==> src/rtl/async_tx_fifo.sv <==
// async_tx_fifo: UART transmitter (8 data bits, no parity, 1/2 stop bits, LSB first) fed by a byte FIFO.
// Latency: txd falls 2 cycles after a push into an idle, empty block; pushes while full are dropped (txd_ready low).
module async_tx_fifo #(
   parameter int clk_freq  = 25000000,
   parameter int baud      = 115200,
   parameter int stop_bits = 1,
   parameter int fifo_aw   = 4
) (
   input  logic               clk,
   input  logic               rst,
   input  logic               txd_start,
   input  logic [7:0]         txd_data,
   output logic               txd_ready,
   output logic               txd,
   output logic               txd_busy,
   output logic [fifo_aw:0]   fifo_count
);
   localparam int DIV   = (clk_freq + baud / 2) / baud;
   localparam int DEPTH = 1 << fifo_aw;
   localparam int CW    = $clog2(DIV);

   localparam logic [1:0] S_IDLE  = 2'd0;
   localparam logic [1:0] S_START = 2'd1;
   localparam logic [1:0] S_DATA  = 2'd2;
   localparam logic [1:0] S_STOP  = 2'd3;

   localparam logic [fifo_aw:0] FULL_CNT = {1'b1, {fifo_aw{1'b0}}};

   generate
      if (DIV < 2 || stop_bits < 1 || stop_bits > 2) begin : g_bad_cfg
         $error("async_tx_fifo: baud divider below 2 or stop_bits not 1 or 2");
      end
   endgenerate

   logic [7:0]         mem [DEPTH];
   logic [fifo_aw-1:0] wr_ptr;
   logic [fifo_aw-1:0] rd_ptr;
   logic [fifo_aw:0]   count_nxt;
   logic [1:0]         state;
   logic [CW-1:0]      bit_cnt;
   logic [2:0]         bit_idx;
   logic [7:0]         shreg;
   logic               bit_done;
   logic               last_stop;
   logic               push;
   logic               pop;

   assign bit_done  = (bit_cnt == CW'(DIV - 1));
   assign last_stop = (state == S_STOP) && bit_done && (bit_idx == 3'(stop_bits - 1));
   // Acceptance uses the pre-pop count, so a full FIFO rejects even in a pop cycle.
   assign push      = txd_start && (fifo_count < FULL_CNT);
   assign pop       = (fifo_count != '0) && ((state == S_IDLE) || last_stop);
   assign count_nxt = fifo_count + {{fifo_aw{1'b0}}, push} - {{fifo_aw{1'b0}}, pop};

   always_ff @(posedge clk) begin
      if (push) mem[wr_ptr] <= txd_data;
   end

   always_ff @(posedge clk) begin
      if (rst) begin
         state      <= S_IDLE;
         txd        <= 1'b1;
         txd_busy   <= 1'b0;
         txd_ready  <= 1'b1;
         fifo_count <= '0;
         wr_ptr     <= '0;
         rd_ptr     <= '0;
         bit_cnt    <= '0;
         bit_idx    <= '0;
         shreg      <= '0;
      end else begin
         if (push) wr_ptr <= wr_ptr + fifo_aw'(1);
         if (pop)  rd_ptr <= rd_ptr + fifo_aw'(1);
         fifo_count <= count_nxt;
         txd_ready  <= (count_nxt < FULL_CNT);
         // Every state change lands on bit_done, so the wrap doubles as the clear on entry.
         bit_cnt    <= bit_done ? '0 : bit_cnt + CW'(1);

         case (state)
            S_IDLE: begin
               bit_cnt <= '0;
               if (pop) begin
                  shreg    <= mem[rd_ptr];
                  state    <= S_START;
                  txd      <= 1'b0;
                  txd_busy <= 1'b1;
               end
            end
            S_START: begin
               if (bit_done) begin
                  state   <= S_DATA;
                  bit_idx <= '0;
                  txd     <= shreg[0];
               end
            end
            S_DATA: begin
               if (bit_done) begin
                  shreg <= shreg >> 1;
                  if (bit_idx == 3'd7) begin
                     state   <= S_STOP;
                     bit_idx <= '0;
                     txd     <= 1'b1;
                  end else begin
                     bit_idx <= bit_idx + 3'd1;
                     txd     <= shreg[1];
                  end
               end
            end
            default: begin
               if (last_stop) begin
                  bit_idx <= '0;
                  if (pop) begin
                     shreg <= mem[rd_ptr];
                     state <= S_START;
                     txd   <= 1'b0;
                  end else begin
                     state    <= S_IDLE;
                     txd      <= 1'b1;
                     txd_busy <= 1'b0;
                  end
               end else if (bit_done) begin
                  bit_idx <= bit_idx + 3'd1;
               end
            end
         endcase
      end
   end
endmodule

==> config.mk <==
export PLATFORM = sky130hd
export DESIGN_NAME = async_tx_fifo
export DESIGN_NICKNAME = d
export VERILOG_FILES = /design/src/rtl/async_tx_fifo.sv
export SDC_FILE = /design/constraint.sdc
export NUM_CORES = 1
export LEC_CHECK = 0
export BUFFER_PORTS_ARGS = -buffer_cell sky130_fd_sc_hd__buf_4
export CORE_ASPECT_RATIO = 0.75
export CORE_MARGIN = 2
export CORE_UTILIZATION = 25
export CTS_BUF_LIST = sky130_fd_sc_hd__clkbuf_8
export DETAILED_ROUTE_END_ITERATION = 8
export PLACE_DENSITY = 0.36
export SLEW_MARGIN = 20
export SYNTH_ARGS = -nofsm -noshare
export SYNTH_HDL_FRONTEND = slang
export SYNTH_SLANG_ARGS = --single-unit
==> constraint.sdc <==
create_clock -name clk -period 5.78 [get_ports clk]
set_input_delay 0.289 -clock clk [delete_from_list [all_inputs] [get_ports clk]]
set_output_delay 0.289 -clock clk [all_outputs]
set_load 0.01 [all_outputs]
==> impl_metrics.csv, run 1 <==
group,metric,value,unit
yosys,synth-seq-area-share,0.655,
timing,min_period_over_period,0.550,
yosys,async_reset_ff_frac,0,
cells_and_area,layout_common_cells,"edfxtp_1, dfxtp_1, nor2_1",
cts,postCtsSetupBuffers,0,
yosys,synth_top_area_cell,"edfxtp_1",
cells_and_area,post_layout_nonfiller_instances,890,
global_routing,grt_pass1_vias,4016,
timing,fin_tns_setup,0,ps
placed_design,place_area,7660,µm²
cts,root_buffer,"clkbuf_8",
global_routing,antenna_found_initial,0,
timing,fin_skew,16.3,ps
floorplanning,rows,53,
drt,routed_via_density,4.43,
yosys,ys_seq_elements,169,
timing,slew_violations,0,
cts,cts_inserted_buffers,17,
floorplanning,start_util,0.254,
placed_design,dpl.cell_count,858,
yosys,synth_warnings,0,
cts,cts_tree,"done",
cells_and_area,fin_nets,523,
floorplanning,dieArea,29900,µm²
cts,cts-resized-gates,0,
yosys,yosys-top-cells-area,"edfxtp_1, dfxtp_1, mux4_2",
timing,slew_headroom,0.224,
timing,min_period,3180,ps
worst_setup_path,criticalPathCategory,"register to register",
worst_setup_path,cp.required,6110,ps
min_path,hp-class,"input port to register",
outcome,outcome,"completed",
cts,cts.htree.levels,4,
drt,drc,0,
floorplanning,die_width,199,µm
drt,drtIter0Drc,380,
yosys,synthCells,471,
yosys,syn_area_per_cell,15.1,µm²
placed_design,pre_cts_slack,2540,ps
worst_setup_path,critPathLaunchType,"register",
worst_setup_path,reg2reg_depth,13,
drt,wirelength,16800,µm
timing,setup_viol_count_final,0,
drt,vias,3943,
power,vdd_ir_drop_max,244,µV
cts,postCtsHoldBufs,0,
power,p_leak,2.63,nW
yosys,synth_nets,502,
cts,cts_buffer_depth,2,
global_routing,grt_pass1_wl,25400,µm
placed_design,portBuffers,18,
min_path,min_path_cells,1,
drt,postRouteAntennaNets,0,
worst_setup_path,rrSetupSlack,2600,ps
timing,hold_viol,0,
worst_setup_path,crit_path_end_kind,"register",
cells_and_area,area_growth,13.3,%
placed_design,routabilityCongestion,0.732,
cts,cts.sinks,169,
cells_and_area,num_antenna_cells,0,
worst_setup_path,critPathArrivalTime,3510,ps
global_routing,grt.total_usage,0.119,
power,powerDensity,415,nW/µm²
timing,postLayoutSetupSlackWorst,2600,ps
placed_design,hpwl,10900,µm
timing,worst_pin_slew,1160,ps
yosys,synthFlopType,"edfxtp_1",
global_routing,grt_start_max_net_pins,41,
floorplanning,ios,19,
floorplanning,coreArea,28000,µm²
cts,clock_latency,450,ps
drt,wl_per_cell,18.9,µm
yosys,syn_area,7120,µm²
yosys,synth_cell_types,55,
floorplanning,die_y,150,µm
cts,cts.reportedPaths.clkPinSlew,100,ps
drt,drt_first_pass_iters,5,
worst_setup_path,critPathMaxFanout,6,
cells_and_area,stdcell_area,8070,µm²
flow_run,drv_cap,0,
cells_and_area,drive_gt1_frac,0.186,
global_routing,grt_overflow,0,
cells_and_area,final_common_cell,"edfxtp_1",
timing,rsz0062_at_grt,"false",
yosys,synth_edf_count,128,
timing,max_freq,314,MHz
yosys,yosysTopAreaCellShare,0.540,
-- Yosys cell counts (4+ instances only) --
cell type  number
a21oi_1        14
a221o_1         4
a221oi_1        8
a22oi_1         4
clkbuf_1        9
dfxtp_1        41
edfxtp_1      128
ha_1           19
inv_1          18
mux2i_1        22
mux4_1          8
mux4_2         17
nand2_1        28
nand2b_1        6
nand3_1        10
nor2_1         42
nor2b_1         8
nor3_1          8
nor4_1          4
o21ai_0         7
o22ai_1         4
or2_2           4
xnor2_1         7
xor2_1          8
-- sequential cells by signal (all words and copies together) (netlist names), 2 cells and up, named ones only --
register    cells
state           2
shreg           8
bit_idx         3
mem           128
wr_ptr          4
fifo_count      5
bit_cnt         8
rd_ptr          4
-- final cells by class --
cell class / count / area [µm²]
clock buffers: 17 / 234
clock inverters: 15 / 173
fillers: 2874 / 19900
inverters: 18 / 67.6
multi-input cells: 262 / 2260
flip-flops and latches: 169 / 4670
well taps: 385 / 482
repair buffers: 24 / 180
-- per-layer routing --
metal / vias to the layer above / wire length, µm / track usage
li1: 1832 / - / -
met1: 2045 / 8910 / 0.181
met2: 59 / 7200 / 0.171
met3: 7 / 573 / 0.0267
met4: 0 / 136 / 0.0302
met5: - / 0 / 0
-- stage by stage --
step / power [W] / hold WS [ps] / util
6_report: 0.00335 / 152 / 0.288
4_1_cts: 0.00340 / 121 / 0.288
3_5_place_dp: 0.00252 / 462 / 0.274
3_3_place_gp: 0.00252 / 445 / 0.273
5_1_grt: 0.00356 / 120 / 0.288
2_1_floorplan: 0.00226 / 388 / -
-- worst paths after layout --
kind                                       startpoint               endpoint
worst max register to register  state[0]$_SDFFE_PP0P_   txd_ready$_SDFF_PP1_
worst max-delay path            state[0]$_SDFFE_PP0P_   txd_ready$_SDFF_PP1_
worst min register to register  bit_cnt[0]$_SDFF_PP0_  bit_cnt[0]$_SDFF_PP0_
worst min-delay path                      txd_data[1]    mem[8][1]$_DFFE_PP_
-- report_power, final --
group / total, W / leakage [nW] / switching [W] / internal, W
combinational: 0.000948 / 0.926 / 0.000509 / 0.000439
sequential: 0.00153 / 1.49 / 0.000120 / 0.00141
clock: 0.000876 / 0.210 / 0.000446 / 0.000430
-- cells by family after synthesis --
group,after synthesis,share of synthesized area
AOI/OAI and AO/OA,54,0.0559
xor gates and xnor gates,15,0.0185
adders and majority gates,20,0.0362
buffers and inverters,40,0.0320
DFF,169,0.655
muxes,48,0.116
and+or+nand+nor,125,0.0863
-- critical path, cell delays in order (launching register included) --
cell and delay, ps:
dfxtp_1 390, ha_1 290, nand3b_1 170, o31ai_1 540
nand2_1 230, nand2_1 100, nand2_1 60, ha_1 200
fa_1 400, a21oi_1 150, nor2_1 50, nor2_1 120
xnor2_1 100, or2_2 270
Note: power is estimated with default switching activity, not from simulation.
==> inputs of run 2 (changes only) <==
--- a/config.mk
+++ b/config.mk
@@ -5,13 +5,14 @@
 export SDC_FILE = /design/constraint.sdc
 export NUM_CORES = 1
 export LEC_CHECK = 0
+export ABC_AREA = 1
 export BUFFER_PORTS_ARGS = -buffer_cell sky130_fd_sc_hd__buf_4
 export CORE_ASPECT_RATIO = 0.75
 export CORE_MARGIN = 2
 export CORE_UTILIZATION = 25
 export CTS_BUF_LIST = sky130_fd_sc_hd__clkbuf_8
 export DETAILED_ROUTE_END_ITERATION = 8
-export PLACE_DENSITY = 0.36
+export PLACE_DENSITY = 0.37
 export SLEW_MARGIN = 20
 export SYNTH_ARGS = -nofsm -noshare
 export SYNTH_HDL_FRONTEND = slang
==> constraint.sdc (replaced) <==
create_clock -name clk -period 2.63 [get_ports clk]
set_input_delay 0.1315 -clock clk [delete_from_list [all_inputs] [get_ports clk]]
set_output_delay 0.1315 -clock clk [all_outputs]
set_load 0.01 [all_outputs]
==> run 2 against run 1 <==
  * Power up 130%
  * Critical path depth up 2
  * Routed wire length up 11%
  * Area after synthesis up 3.0%
  * Cell count up 32%
  * Via count up 28%
  * Die area up 3.0%
  * Synthesized cell count up 55%
  * Hold slack worse by 120 ps
  * Combinational power rose to 2.9 times the previous value
  * Clock power up 100%
  * First-iteration DRC count down 35%
==> impl_metrics.csv, run 2 <==
group,metric,value,unit
floorplanning,coreArea,29000,µm²
worst_setup_path,critPathMaxFanout,4,
floorplanning,start_util,0.253,
yosys,async_reset_ff_frac,0,
yosys,synth_top_area_cell,"edfxtp_1",
drt,drc,0,
drt,wl_per_cell,15.9,µm
worst_setup_path,crit_path_end_kind,"register",
cells_and_area,largest_reg_flops,128,
floorplanning,dieArea,30700,µm²
global_routing,grt_pass1_wl,29100,µm
flow_run,drv_cap,0,
yosys,yosysMostFrequentCell,"nand2_1",
cells_and_area,fin_nets,797,
timing,max_freq,419,MHz
cts,cts_inserted_buffers,17,
yosys,synth-seq-area-share,0.636,
placed_design,portBuffers,18,
timing,hold_viol,0,
cts,cts.sinks,169,
timing,rsz0062_at_grt,"false",
worst_setup_path,critPathArrivalTime,2720,ps
yosys,syn_area_per_cell,10.1,µm²
worst_setup_path,critPathLaunchType,"register",
drt,drt_first_pass_iters,4,
drt,vias,5030,
drt,wirelength,18700,µm
placed_design,hpwl,12700,µm
cells_and_area,layout_common_cells,"nand2_1, edfxtp_1, nor2_1",
global_routing,antenna_found_initial,0,
yosys,syn_area,7330,µm²
placed_design,place_area,8020,µm²
cells_and_area,top_regs,"mem: 128 flops, bit_cnt: 8 flops, shreg: 8 flops",
cts,clock_latency,450,ps
global_routing,grt_start_max_net_pins,42,
power,p_leak,3.21,nW
min_path,hp-class,"input port to register",
drt,routed_via_density,4.30,
yosys,synth_top_family_by_area,"simple AND/OR/NAND/NOR gates",
cts,cts_buffer_depth,2,
power,vdd_ir_drop_max,300,µV
timing,postLayoutSetupSlackWorst,243,ps
cells_and_area,regMostFlops,"mem",
cells_and_area,area_growth,14.9,%
cells_and_area,num_antenna_cells,0,
yosys,synth_xor_area_frac,0.00597,
floorplanning,rows,54,
worst_setup_path,cp.required,2960,ps
placed_design,routabilityCongestion,0.796,
cells_and_area,drive_gt1_frac,0.134,
timing,slew_violations,0,
power,pwr-share-comb,0.354,
yosys,synthSimpleGateAreaFrac,0.194,
drt,drtIter0Drc,248,
timing,fin_tns_setup,0,ps
floorplanning,die_width,202,µm
global_routing,grt_pass1_vias,5004,
outcome,outcome,"completed",
yosys,synth_fa_ha_area_frac,0.0351,
cells_and_area,stdcell_area,8430,µm²
yosys,synth_compound_area_frac,0.0705,
yosys,synthFlopType,"edfxtp_1",
yosys,synthCells,728,
power,power_frac_clock,0.227,
power,intPower,0.00488,W
yosys,synth_top_cells_by_count,"nand2_1, edfxtp_1, nor2_1, nand3_1, inv_1",
timing,fin_skew,13.3,ps
timing,setup_viol_count_final,0,
timing,slew_headroom,0.519,
cts,cts.htree.levels,4,
timing,worst_pin_slew,721,ps
floorplanning,ios,19,
placed_design,pre_cts_slack,69.3,ps
power,power_frac_seq,0.418,
yosys,yosys-top-cells-area,"edfxtp_1, dfxtp_1, nand2_1",
yosys,ys_seq_elements,169,
floorplanning,die_y,152,µm
cells_and_area,fill_cells,3003,
power,powerDensity,923,nW/µm²
cts,cts.reportedPaths.clkPinSlew,90,ps
global_routing,grt_overflow,0,
global_routing,grt.total_usage,0.125,
cells_and_area,final_common_cell,"nand2_1",
cts,root_buffer,"clkbuf_8",
yosys,synth_warnings,0,
yosys,yosysTopAreaCellShare,0.524,
yosys,synth_edf_count,128,
drt,postRouteAntennaNets,0,
timing,fin_hold_ws,35.3,ps
timing,min_period_over_period,0.908,
power,p_sw_frac,0.372,
yosys,synthMuxAreaShare,0,
yosys,synth_nets,759,
yosys,synth_cell_types,32,
worst_setup_path,criticalPathCategory,"register to register",
cts,cts_tree,"done",
timing,min_period,2390,ps
power,switchingPower,0.00289,W
==> run 2: cell count changes after synthesis, moves of 22 or more <==
cell,change
inv_1,+43
mux2i_1,-22
nand2_1,+131
nand3_1,+60
nor2_1,+62
o21ai_0,+34
==> run 2: metal layers <==
metal  GRT usage  wire [µm]  vias to the layer above
li1            -          -                     2513
met1       0.181       9590                     2437
met2       0.190       8270                       61
met3      0.0229        526                       19
met4      0.0375        276                        0
met5           0          0                        -
==> run 2: worst paths after layout <==
path / start / end / slack, ps / cells past startpoint
worst min register to register: bit_cnt[0]$_SDFF_PP0_ / bit_cnt[0]$_SDFF_PP0_ / 440 / 1
worst max-delay path: state[0]$_SDFFE_PP0P_ / txd_ready$_SDFF_PP1_ / 240 / 15
worst max register to register: state[0]$_SDFFE_PP0P_ / txd_ready$_SDFF_PP1_ / 240 / 15
worst min-delay path: txd_data[6] / mem[15][6]$_DFFE_PP_ / 40 / 1
==> run 2: kinds of logic after synthesis <==
kind of cell / count (synthesis)
xor+xnor: 5
compound gates: 92
fa+ha+maj: 20
flops: 169
simple gates: 346
buf+inv: 96
==> run 2: power by group through the flow <==
stage | logic, W | registers, W | clock network (W)
floorplan | 0.00199 | 0.00329 | 0
global placement | 0.00275 | 0.00330 | 0
detailed placement | 0.00277 | 0.00331 | 0
CTS | 0.00278 | 0.00325 | 0.00183
global route | 0.00317 | 0.00329 | 0.00195
finish | 0.00275 | 0.00325 | 0.00177
==> run 2: cell type report <==
cell class | instances | area [µm²] | area share
flip-flops and latches | 169 | 4670 | 0.554
multi-input cells | 463 | 2260 | 0.268
well taps | 392 | 490 | 0.0582
repair buffers | 47 | 383 | 0.0454
inverters | 68 | 255 | 0.0303
clock buffers | 17 | 234 | 0.0278
clock inverters | 15 | 136 | 0.0162
==> run 2: timing repair <==
item,in CTS,in global routing
hold buffers,2,0
resized for setup,0,11
endpoints found under the setup margin,0,2
endpoints found under the hold margin,19,0
buffers inserted,0,0
==> run 2: per-stage QoR <==
step | utilization | power (W) | std cells
final | 0.291 | 0.00777 | 1171
after global routing | 0.291 | 0.00840 | 1171
after CTS | 0.290 | 0.00787 | 1171
after detailed placement | 0.277 | 0.00608 | 1137
after global placement | 0.277 | 0.00606 | 1137
after floorplan | - | 0.00527 | 728
==> run 2: critical path, stage by stage (launching register included) <==
cell     delay (ps)
dfxtp_1         370
ha_2            210
nand2_1          70
nor2_2          120
nand3_2         120
nand2_2         100
nand2_2          80
nand2_1          70
nand2_1          60
ha_1            210
fa_2            360
nand2_1          70
a21oi_1          60
nor2_1          120
xor2_1          150
nand2_1          70
